<file path="src/rtl/spi_xfer_ctrl.sv">
// SPI transfer controller between the Wishbone slave decode and the SPI pins: config register plus one-frame transfers.
// Latency: register access completes 2 clk after req; a frame completes (2*DATA_W+2)*(clkdiv+1) clk after entry.
// Backpressure: none queued; req is sampled only in IDLE and ignored while busy, so the requester must wait for done/err.
module spi_xfer_ctrl #(
    parameter int DATA_W  = 8,
    parameter int NUM_CS  = 4,
    parameter int CS_W    = 2,
    parameter int DIV_W   = 4,
    parameter int DEF_DIV = 1
) (
    input  logic              clk_i,
    input  logic              rst_ni,
    input  logic              req_i,
    input  logic              cmd_i,
    input  logic              wr_i,
    input  logic              rd_i,
    input  logic [DATA_W-1:0] wdata_i,
    output logic [DATA_W-1:0] rdata_o,
    output logic              done_o,
    output logic              err_o,
    output logic              busy_o,
    output logic [2:0]        state_o,
    output logic              sck_o,
    output logic              mosi_o,
    input  logic              miso_i,
    output logic [NUM_CS-1:0] cs_n_o
);

    // Config word bit positions: clkdiv at the bottom, then cpha, cpol, cs_sel.
    localparam int CPHA_B = DIV_W;
    localparam int CPOL_B = DIV_W + 1;
    localparam int CSS_B  = DIV_W + 2;
    // A frame has 2*DATA_W sck edges, then one half-period to release cs and one more to finish.
    localparam int NEDGE  = 2 * DATA_W;
    localparam int EW     = $clog2(NEDGE + 3);

    typedef enum logic [2:0] {
        S_IDLE    = 3'b000,
        S_REG_RD  = 3'b001,
        S_REG_WR  = 3'b010,
        S_DOUT    = 3'b011,
        S_DIN     = 3'b100,
        S_DUPLEX  = 3'b101,
        S_CS_HOLD = 3'b110,
        S_UNUSED  = 3'b111
    } state_e;

    state_e              state_q, state_d;
    logic [DIV_W-1:0]    clkdiv_q, clkdiv_d;
    logic                cpha_q, cpha_d;
    logic                cpol_q, cpol_d;
    logic [CS_W-1:0]     cs_sel_q, cs_sel_d;
    logic [DIV_W-1:0]    cnt_q, cnt_d;
    logic [EW-1:0]       edge_q, edge_d;
    logic [DATA_W-1:0]   tx_q, tx_d;
    logic [DATA_W-1:0]   rx_q, rx_d;
    logic [DATA_W-1:0]   rdata_q, rdata_d;
    logic                sck_q, sck_d;
    logic                mosi_q, mosi_d;
    logic [NUM_CS-1:0]   cs_n_q, cs_n_d;
    logic                done_q, done_d;
    logic                err_q, err_d;

    state_e              req_st;
    logic [NUM_CS-1:0]   cs_dec;
    logic [DATA_W-1:0]   cfg_word;
    logic [EW-1:0]       edge_nxt;
    logic                half_end;
    logic                shift_edge;

    // Decode the request qualifiers into the target state; S_IDLE marks an illegal combination.
    always_comb begin
        req_st = S_IDLE;
        case ({cmd_i, rd_i, wr_i})
            3'b110:  req_st = S_REG_RD;
            3'b101:  req_st = S_REG_WR;
            3'b001:  req_st = S_DOUT;
            3'b010:  req_st = S_DIN;
            3'b011:  req_st = S_DUPLEX;
            default: req_st = S_IDLE;
        endcase
    end

    // One-hot-low chip select; an out-of-range cs_sel asserts nothing but the frame still runs.
    always_comb begin
        cs_dec = '1;
        for (int i = 0; i < NUM_CS; i++) begin
            if (cs_sel_q == CS_W'(i)) begin
                cs_dec[i] = 1'b0;
            end
        end
    end

    // Pack the config fields for read-back; unused upper bits read as zero.
    always_comb begin
        cfg_word                   = '0;
        cfg_word[DIV_W-1:0]        = clkdiv_q;
        cfg_word[CPHA_B]           = cpha_q;
        cfg_word[CPOL_B]           = cpol_q;
        cfg_word[CSS_B +: CS_W]    = cs_sel_q;
    end

    assign half_end   = (cnt_q == clkdiv_q);
    assign edge_nxt   = edge_q + EW'(1);
    // cpha=0 shifts on even edges (MSB already out at entry); cpha=1 shifts on odd edges.
    assign shift_edge = cpha_q ? edge_nxt[0] : ~edge_nxt[0];

    // Next-state and registered-output logic for the controller FSM.
    always_comb begin
        state_d  = state_q;
        clkdiv_d = clkdiv_q;
        cpha_d   = cpha_q;
        cpol_d   = cpol_q;
        cs_sel_d = cs_sel_q;
        cnt_d    = cnt_q;
        edge_d   = edge_q;
        tx_d     = tx_q;
        rx_d     = rx_q;
        rdata_d  = rdata_q;
        sck_d    = sck_q;
        mosi_d   = mosi_q;
        cs_n_d   = cs_n_q;
        done_d   = 1'b0;
        err_d    = 1'b0;

        case (state_q)
            S_IDLE: begin
                sck_d  = cpol_q;
                cnt_d  = '0;
                edge_d = '0;
                mosi_d = 1'b0;
                if (req_i) begin
                    state_d = req_st;
                    if (req_st == S_IDLE) begin
                        err_d = 1'b1;
                    end else if (req_st == S_DOUT || req_st == S_DIN || req_st == S_DUPLEX) begin
                        // Entry edge: select the slave and capture the frame so later wdata changes are ignored.
                        cs_n_d = cs_dec;
                        rx_d   = '0;
                        if (cpha_q) begin
                            tx_d   = wdata_i;
                            mosi_d = 1'b0;
                        end else begin
                            tx_d   = {wdata_i[DATA_W-2:0], 1'b0};
                            mosi_d = (req_st == S_DIN) ? 1'b0 : wdata_i[DATA_W-1];
                        end
                    end
                end
            end
            S_REG_RD: begin
                rdata_d = cfg_word;
                done_d  = 1'b1;
                state_d = S_IDLE;
            end
            S_REG_WR: begin
                clkdiv_d = wdata_i[DIV_W-1:0];
                cpha_d   = wdata_i[CPHA_B];
                cpol_d   = wdata_i[CPOL_B];
                cs_sel_d = wdata_i[CSS_B +: CS_W];
                // Idle level follows the new cpol from the very next cycle.
                sck_d    = wdata_i[CPOL_B];
                done_d   = 1'b1;
                state_d  = S_IDLE;
            end
            S_DOUT, S_DIN, S_DUPLEX: begin
                if (half_end) begin
                    cnt_d  = '0;
                    edge_d = edge_nxt;
                    if (edge_nxt <= EW'(NEDGE)) begin
                        sck_d = ~sck_q;
                        if (shift_edge) begin
                            mosi_d = (state_q == S_DIN) ? 1'b0 : tx_q[DATA_W-1];
                            tx_d   = {tx_q[DATA_W-2:0], 1'b0};
                        end else begin
                            rx_d = {rx_q[DATA_W-2:0], miso_i};
                        end
                    end else begin
                        // All bits exchanged: release chip select and publish the received frame.
                        state_d = S_CS_HOLD;
                        cs_n_d  = '1;
                        if (state_q != S_DOUT) begin
                            rdata_d = rx_q;
                        end
                    end
                end else begin
                    cnt_d = cnt_q + DIV_W'(1);
                end
            end
            S_CS_HOLD: begin
                if (half_end) begin
                    cnt_d   = '0;
                    edge_d  = '0;
                    mosi_d  = 1'b0;
                    done_d  = 1'b1;
                    state_d = S_IDLE;
                end else begin
                    cnt_d = cnt_q + DIV_W'(1);
                end
            end
            default: begin
                // The unused encoding falls back to IDLE.
                state_d = S_IDLE;
            end
        endcase
    end

    // State and datapath registers; reset forces the pins idle immediately, even mid-frame.
    always_ff @(posedge clk_i or negedge rst_ni) begin
        if (!rst_ni) begin
            state_q  <= S_IDLE;
            clkdiv_q <= DIV_W'(DEF_DIV);
            cpha_q   <= 1'b0;
            cpol_q   <= 1'b0;
            cs_sel_q <= '0;
            cnt_q    <= '0;
            edge_q   <= '0;
            tx_q     <= '0;
            rx_q     <= '0;
            rdata_q  <= '0;
            sck_q    <= 1'b0;
            mosi_q   <= 1'b0;
            cs_n_q   <= '1;
            done_q   <= 1'b0;
            err_q    <= 1'b0;
        end else begin
            state_q  <= state_d;
            clkdiv_q <= clkdiv_d;
            cpha_q   <= cpha_d;
            cpol_q   <= cpol_d;
            cs_sel_q <= cs_sel_d;
            cnt_q    <= cnt_d;
            edge_q   <= edge_d;
            tx_q     <= tx_d;
            rx_q     <= rx_d;
            rdata_q  <= rdata_d;
            sck_q    <= sck_d;
            mosi_q   <= mosi_d;
            cs_n_q   <= cs_n_d;
            done_q   <= done_d;
            err_q    <= err_d;
        end
    end

    assign state_o = state_q;
    assign busy_o  = (state_q != S_IDLE);
    assign rdata_o = rdata_q;
    assign done_o  = done_q;
    assign err_o   = err_q;
    assign sck_o   = sck_q;
    assign mosi_o  = mosi_q;
    assign cs_n_o  = cs_n_q;

endmodule

</file>
<file path="config.mk">
export PLATFORM = sky130hd
export DESIGN_NAME = spi_xfer_ctrl
export DESIGN_NICKNAME = d
export VERILOG_FILES = /design/src/rtl/spi_xfer_ctrl.sv
export SDC_FILE = /design/constraint.sdc
export NUM_CORES = 1
export LEC_CHECK = 0
export BUFFER_PORTS_ARGS = -buffer_cell sky130_fd_sc_hd__buf_2
export CORE_ASPECT_RATIO = 1.25
export CORE_MARGIN = 2
export CORE_UTILIZATION = 48
export CTS_CLUSTER_SIZE = 28
export DETAILED_ROUTE_END_ITERATION = 10
export MAX_ROUTING_LAYER = met4
export PLACE_DENSITY = 0.77
export REMOVE_ABC_BUFFERS = 1
export SYNTH_ARGS = -nofsm -noshare
export SYNTH_HDL_FRONTEND = slang
export SYNTH_SLANG_ARGS = --single-unit
</file>
<file path="constraint.sdc">
create_clock -name clk_i -period 4.3 [get_ports clk_i]
set_input_delay 0.86 -clock clk_i [delete_from_list [all_inputs] [get_ports clk_i]]
set_output_delay 0.86 -clock clk_i [all_outputs]
set_load 0.1 [all_outputs]
</file>
* Yosys cells after proc, flatten, opt, wreduce, memory -nomap -nowiden
Index checks and enable logic that the tools add are counted.
** Word-level totals
- Bits in registers :: 52
- Input bits :: 15
- Output and inout port bits :: 20
- Logic and storage cells :: 131
** Operators by class
- Reductions and logical operators :: 22
- Bitwise gates (word level) :: 2
- Add/subtract/negate cells :: 2
- Order comparisons :: 1
- Eq/ne operators :: 29
- Mux-type cells :: 60
** Operators with widths (count)
- 8-bit two-way mux :: 16
- 8-bit one-hot mux with 2 select lines :: 3
- 4-bit two-way mux :: 6
- 3-bit equality test (second input constant) :: 7
- 1-bit two-way mux :: 21
- 2-bit != test (second input constant) :: 10
- 4-bit one-hot mux with 2 select lines :: 2
- 3-bit by 2-bit equality test with 1-bit output (second input constant) :: 5
- 3-bit one-hot mux with 5 select lines :: 1
- 5-bit one-hot mux with 3 select lines :: 1
- 7-bit AND reduction :: 2
- 3-bit two-way mux :: 4
- 5-bit two-way mux :: 2
- 3-bit one-hot mux with 3 select lines :: 1
- 3-bit nonzero test :: 3
- 4-bit AND reduction :: 2
- 3-bit by 1-bit equality test with 1-bit output (second input constant) :: 2
- 3-bit zero test :: 2
- 1-bit one-hot mux with 3 select lines :: 2
- 3-bit AND reduction :: 2
- 6-bit AND reduction :: 1
- 2-bit nonzero test :: 3
- 5-bit by 1-bit adder with 5-bit output (second input constant) :: 1
- 5-bit <= comparator (second input constant) :: 1
- other kinds (13) :: 16

* Logic depth before layout (Yosys ltp)
Gate-level depths: netlist of the first run.
- Depth in word-level cells :: 9
- Mapped depth :: 9
- Gate-level depth less buffers :: 7

* Least setup slack after synthesis of the first run
No wires, ideal clock.
- Path kind :: register to output
- Start :: reg state_q[0], in the netlist state_o[0]
- End :: out busy_o
- Setup slack :: 1.429 ns
- Required time :: 3.440 ns
- Path buffers :: 1
- Cell stages (with the launch flop) :: 4
- Arrival time :: 2.011 ns
- Cell sequence :: dfrtp_1 -> clkbuf_1 -> nor3_1 -> inv_1
** On the way
- Cells in the longest elaborated chain, start to end :: 1
** RTL lines
- start: declaration :: RTL line 48 : state_e state_q, state_d;
- start signal: assignment :: RTL line 226 : state_q <= state_d;
- 3-bit nonzero test :: RTL line 245 : assign busy_o = (state_q != S_IDLE);
- end: declaration :: RTL line 21 : output logic busy_o,
No other way between the ends.

* Final worst setup path of the first run
- Start :: reg state_q[1], in the netlist state_o[1]
- End :: out busy_o
Same word-level chain as after synthesis.

==> results.py, run 1 <==
metrics = {
    "cells_and_area": {
        "syn2layout_area_growth_pct": 9.71,
        "nFillCells": 586,
        "finish.net_count": 362,
        "drive_above_1_share_pct": 22.5,
        "diodes": 0,
    },
    "placed_design": {
        "finalWeightedCongestion": 0.848,
        "io_buffers": 34,
        "hpwl_mm": 4.71,
    },
    "detailed_routing": {
        "drt_iter0_drc": 200,
        "dr.pass1.iters": 4,
        "drc": 0,
        "wl_per_cell_um": 15.5,
        "num_vias": 2545,
        "drtAntennaViolNets": 0,
        "drt-total-wl_mm": 6.68,
        "avgViaCountPerCell": 5.90,
    },
    "sta": {
        "max_freq_mhz": 338,
        "finalHoldViolCount": 0,
        "setup_viol": 0,
        "fin_crit_ps": 2960,
        "relSlewSlack_pct": 35.7,
        "tightest_slew_ps": 964,
        "drv_slew": 0,
        "fin_setup_tns_ps": 0,
        "period_share_pct": 68.9,
        "finalClockSkew_ps": 6.55,
        "rsz0062_at_grt": "no",
    },
    "worst_setup_path": {
        "path_cells": "nor3_1 > inv_1 > buf_2",
        "end_kind": "output port",
        "crit_path_max_fanout": 35,
        "worst_setup_path_start_kind": "register",
        "cp.required_ps": 3440,
        "crit_buf_inv": 2,
        "slowest_stage": "dfrtp_1",
        "slowest_delay_ps": 980,
        "cp_top_family": "flip-flops",
        "critical_path_class": "reg -> out",
        "worst_ep_arrival_time_ps": 2100,
    },
    "run_status": {
        "status": "complete, no violations",
    },
    "logic_synthesis": {
        "ys_top_cells_by_count": "dfrtp_1, nand2_1, o21ai_0",
        "netlist_area_um2": 3070,
        "synthAdderAreaFrac_pct": 1.47,
        "synth.area.mux_share_pct": 11.5,
        "synth_top_family_by_area": "compound AO/OA/AOI/OAI gates",
        "synth_top_area_share_pct": 38.4,
        "syn_avg_cell_area_um2": 9.52,
        "synth-compound-area-share_pct": 22.2,
        "syn_inst": 322,
        "ys.flop_type": "dfrtp_1",
        "synth_xor_xnor_area_share_pct": 2.00,
        "synth-simple-area-share_pct": 16.4,
        "synth_edf_count": 0,
        "async_reset_ff_share_pct": 100,
        "synth-seq-cells": 52,
        "synth_most_common_cell": "dfrtp_1",
        "yosys.area.top_type": "dfrtp_1",
        "yosys_warnings": 0,
        "synth_cell_types": 63,
        "ys_seq_area_share_pct": 42.6,
        "ys_top_cells_by_area": "dfrtp_1, mux2i_1, nand2_1",
    },
    "clock_network": {
        "postCtsSetupBuffers": 0,
        "clk_latency_ps": 310,
        "hold_buffers": 0,
        "clk_pin_slew_ps": 100,
        "numCtsBuffers": 5,
        "cts_resized": 0,
        "cts_tree": "done",
        "cts.sinks": 52,
        "clockBufferDepth": 2,
        "h-tree-depth": 2,
        "cts-root-buf": "clkbuf_8",
    },
    "grt": {
        "grtUsageMet2_pct": 32.6,
        "grtUsageMet1_pct": 28.8,
        "grt_pass1_wl_mm": 11.4,
        "grt_start_max_net_pins": 41,
        "antenna_found_initial": 0,
        "grt.total_usage_pct": 21.4,
        "use_met3_pct": 3.45,
        "top_usage_layer": "met2",
        "grt-ovfl-total": 0,
        "grt_pass1_vias": 2356,
    },
    "die": {
        "dieArea_um2": 7050,
        "start_util_pct": 49.7,
        "rows": 32,
        "core_um2": 6170,
        "dieHeight_um": 93.4,
        "io_pins": 35,
        "die_w_um": 75.5,
    },
    "min_path": {
        "worstHoldPathType": "reg -> reg",
    },
    "run": {
        "drv_cap": 0,
    },
}
metrics by stage:
stage	utilization (%)	std cells	hold WS [ps]	setup WS, ps	area, µm²
5_1_grt	54.6	431	514	1120	3360
6_report	54.6	431	486	1340	3360
3_5_place_dp	53.1	423	468	1690	3270
3_3_place_gp	53.1	423	461	1750	3270
2_1_floorplan	-	301	448	844	2970
4_1_cts	54.6	431	491	1340	3360
state kept, by name (all words and copies together) (netlist names):
name / cells
clkdiv_q: 4
rdata_o: 8
err_o: 1
mosi_o: 1
cnt_q: 4
cpol_q: 1
edge_q: 5
sck_o: 1
done_o: 1
tx_q: 8
state_o: 3
cs_n_o: 4
cpha_q: 1
cs_sel_q: 2
rx_q: 8
cells in the final DEF, fill, tap and decap left out, types with 6 or more instances in the layout:
cell     netlist  routed
nand2_1       44      44
nor3_1         6       6
inv_1          6       6
dfrtp_1       47      47
buf_2          5      34
nor2_1        18      18
mux2_4         7       7
o21ai_0       30      30
mux2i_1       17      17
nand3_1        6       6
a22o_1         7       7
xnor2_1        6       6
o22ai_1        6       6
nor2b_1        6       6
a21oi_1       18      18
mux2_2         7       7
routing by layer:
| layer | vias to the layer above | part of all wire [%] |
|---|---|---|
| li1 | 1217 | - |
| met1 | 1262 | 45 |
| met2 | 53 | 49 |
| met3 | 13 | 3.5 |
| met4 | 0 | 2.6 |
| met5 | - | 0 |
path summary, 6_finish.rpt:
path | startpoint | to | slack, ps | depth (start not counted)
hold / removal | rdata_o[7]$_DFFE_PN0P_ | rdata_o[7]$_DFFE_PN0P_ | 490 | 2
min in group asynchronous | rst_ni | edge_q[4]$_DFFE_PN0P_ | 520 | 1
setup reg to reg | state_o[1]$_DFFE_PN0P_ | cs_n_o[3]$_DFFE_PN1P_ | 1800 | 6
setup / recovery | state_o[1]$_DFFE_PN0P_ | busy_o | 1340 | 3
hold reg to reg | rdata_o[7]$_DFFE_PN0P_ | rdata_o[7]$_DFFE_PN0P_ | 490 | 2
max in group asynchronous | rst_ni | clkdiv_q[0]$_DFFE_PN1P_ | 2960 | 2
kinds of logic after synthesis:
logic type,after synthesis
and+or+nand+nor,102
AOI/OAI and AO/OA,99
DFF,52
muxes,31
buffers and inverters,27
xor gates and xnor gates,7
adders and majority gates,4
tightest hold or removal path, cell delays in order, from the launching register on:
cell,delay (ps)
dfrtp_1,350
nand2_1,40
o21ai_0,60
final cells by class:
class / count / area [µm²] / area share [%]
clock buffer: 5 / 68.8 / 2.05
clock inverter: 3 / 22.5 / 0.669
inverter: 6 / 22.5 / 0.669
multi-input combinational: 243 / 1640 / 48.9
sequential: 52 / 1310 / 38.9
tap: 85 / 106 / 3.16
timing repair buffer: 37 / 193 / 5.73
Power of run 1 is left out: the tool's default activity adds up to more than one toggle a clock period on the data nets, which glitch-free logic cannot reach.
==> run 2: changes to the inputs <==
==> constraint.sdc (replaced) <==
create_clock -name clk_i -period 3.1 [get_ports clk_i]
set_input_delay 0.62 -clock clk_i [delete_from_list [all_inputs] [get_ports clk_i]]
set_output_delay 0.62 -clock clk_i [all_outputs]
set_load 0.1 [all_outputs]
==> run 2 against run 1 <==
Compared with the run above:
- via count fell by 0.16%
- design area rose by 0.89%
- critical endpoint unchanged
- utilization rose by 0.49 points
- sequential share of layout area fell by 0.34 points
- clock skew rose by 0.60 ps
- critical path type unchanged
- register-to-register slack got worse by 1100 ps
- sequential cell count did not move
- largest cell class unchanged
- setup slack got worse by 760 ps
==> results.py, run 2 (synthesized netlist as in run 1, its figures left out) <==
metrics = {
    "run_status": {
        "status": "complete, no violations",
    },
    "sta": {
        "rsz0062_at_grt": "no",
        "drv_slew": 0,
        "finalClockSkew_ps": 7.15,
        "fin_crit_ps": 2530,
        "setup_viol": 0,
        "relSlewSlack_pct": 53.5,
        "finalWorstSetupSlack_ps": 575,
        "max_freq_mhz": 396,
        "period_share_pct": 81.5,
        "finalHoldViolCount": 0,
        "tightest_slew_ps": 693,
    },
    "clock_network": {
        "h-tree-depth": 2,
        "hold_buffers": 0,
        "clk_latency_ps": 310,
        "cts_resized": 0,
        "numCtsBuffers": 5,
        "cts-root-buf": "clkbuf_8",
        "postCtsSetupBuffers": 0,
        "cts_tree": "done",
        "cts.sinks": 52,
        "clk_pin_slew_ps": 100,
        "clockBufferDepth": 2,
    },
    "grt": {
        "grt-ovfl-total": 0,
        "grt_pass1_wl_mm": 11.5,
        "grt_pass1_vias": 2402,
        "grt.total_usage_pct": 21.8,
        "grt_start_max_net_pins": 40,
        "antenna_found_initial": 0,
    },
    "detailed_routing": {
        "drc": 0,
        "dr.pass1.iters": 5,
        "wl_met1_mm": 2.97,
        "wl_per_cell_um": 16.0,
        "wl_met2_mm": 3.52,
        "avgViaCountPerCell": 5.84,
        "drt_iter0_drc": 198,
        "drtAntennaViolNets": 0,
        "num_vias": 2541,
        "wl_met3_um": 287,
        "top_layer_used": "met4",
        "drt-total-wl_mm": 6.94,
    },
    "placed_design": {
        "post-place-ws_ps": 711,
        "hpwl_mm": 4.95,
        "dp.cells": 427,
        "finalWeightedCongestion": 0.868,
        "placed_area_um2": 3300,
        "io_buffers": 34,
    },
    "worst_setup_path": {
        "crit_path_max_fanout": 20,
        "critical_path_class": "reg -> out",
        "path_cells": "nor3_1 > inv_1 > buf_2",
        "cp.required_ps": 2480,
        "slowest_delay_ps": 610,
        "worst_ep_arrival_time_ps": 1910,
        "worst_setup_path_start_kind": "register",
        "end_kind": "output port",
        "slowest_stage": "dfrtp_1",
    },
    "cells_and_area": {
        "drive_above_1_share_pct": 23.4,
        "finish.net_count": 366,
        "design_area_um2": 3390,
        "final_cell_mix": "dfrtp_1, nand2_1, buf_2",
        "mostFrequentLayoutCell": "dfrtp_1",
        "syn2layout_area_growth_pct": 10.7,
        "nFillCells": 569,
        "diodes": 0,
        "instances_no_fill": 435,
    },
    "die": {
        "die_w_um": 75.5,
        "core_um2": 6170,
        "start_util_pct": 49.7,
        "io_pins": 35,
        "dieHeight_um": 93.4,
        "rows": 32,
        "dieArea_um2": 7050,
    },
    "run": {
        "drv_cap": 0,
    },
    "min_path": {
        "worstHoldPathType": "in -> async",
    },
}
-- run 2: worst paths after layout --
kind	startpoint	slack [ps]	depth (start not counted)	endpoint
min reg2reg	rdata_o[2]$_DFFE_PN0P_	480	2	rdata_o[2]$_DFFE_PN0P_
max reg2reg	edge_q[0]$_DFFE_PN0P_	690	7	tx_q[5]$_DFFE_PN0P_
max in group asynchronous	rst_ni	2090	2	clkdiv_q[0]$_DFFE_PN1P_
min in group clk_i	rdata_o[2]$_DFFE_PN0P_	480	2	rdata_o[2]$_DFFE_PN0P_
min	rst_ni	190	1	edge_q[4]$_DFFE_PN0P_
max	state_o[1]$_DFFE_PN0P_	570	3	busy_o
-- run 2: critical path, delay by kind of cell (launching register included) --
family / cells / cell delay (ps)
buffers and inverters: 2 / 450
flip-flops: 1 / 610
AND/OR/NAND/NOR: 1 / 520
-- run 2: through the flow --
stage          hold WS, ps  util, %  setup TNS [ps]
6_report               187     55.1               0
3_5_place_dp           466     53.6               0
4_1_cts                198     55.1               0
2_1_floorplan          324        -            -116
5_1_grt                207     55.1               0
3_3_place_gp           460     53.6               0
-- run 2: layout make-up --
class                           count  area [µm²]  area share [%]
Sequential cell                    52        1310            38.5
Clock buffer                        5        68.8            2.03
Tap cell                           85         106            3.13
Inverter                            6        22.5           0.663
Timing Repair Buffer               41         223            6.56
Multi-Input combinational cell    243        1640            48.4
Clock inverter                      3        22.5           0.663
-- run 2: metal layers --
metal  up-vias  global-route usage [%]
li1       1229                       -
met1      1228                    28.3
met2        67                    34.9
met3        17                    2.69
met4         0                    7.89
met5         -                       -
Power of run 2 is left out for the same reason.
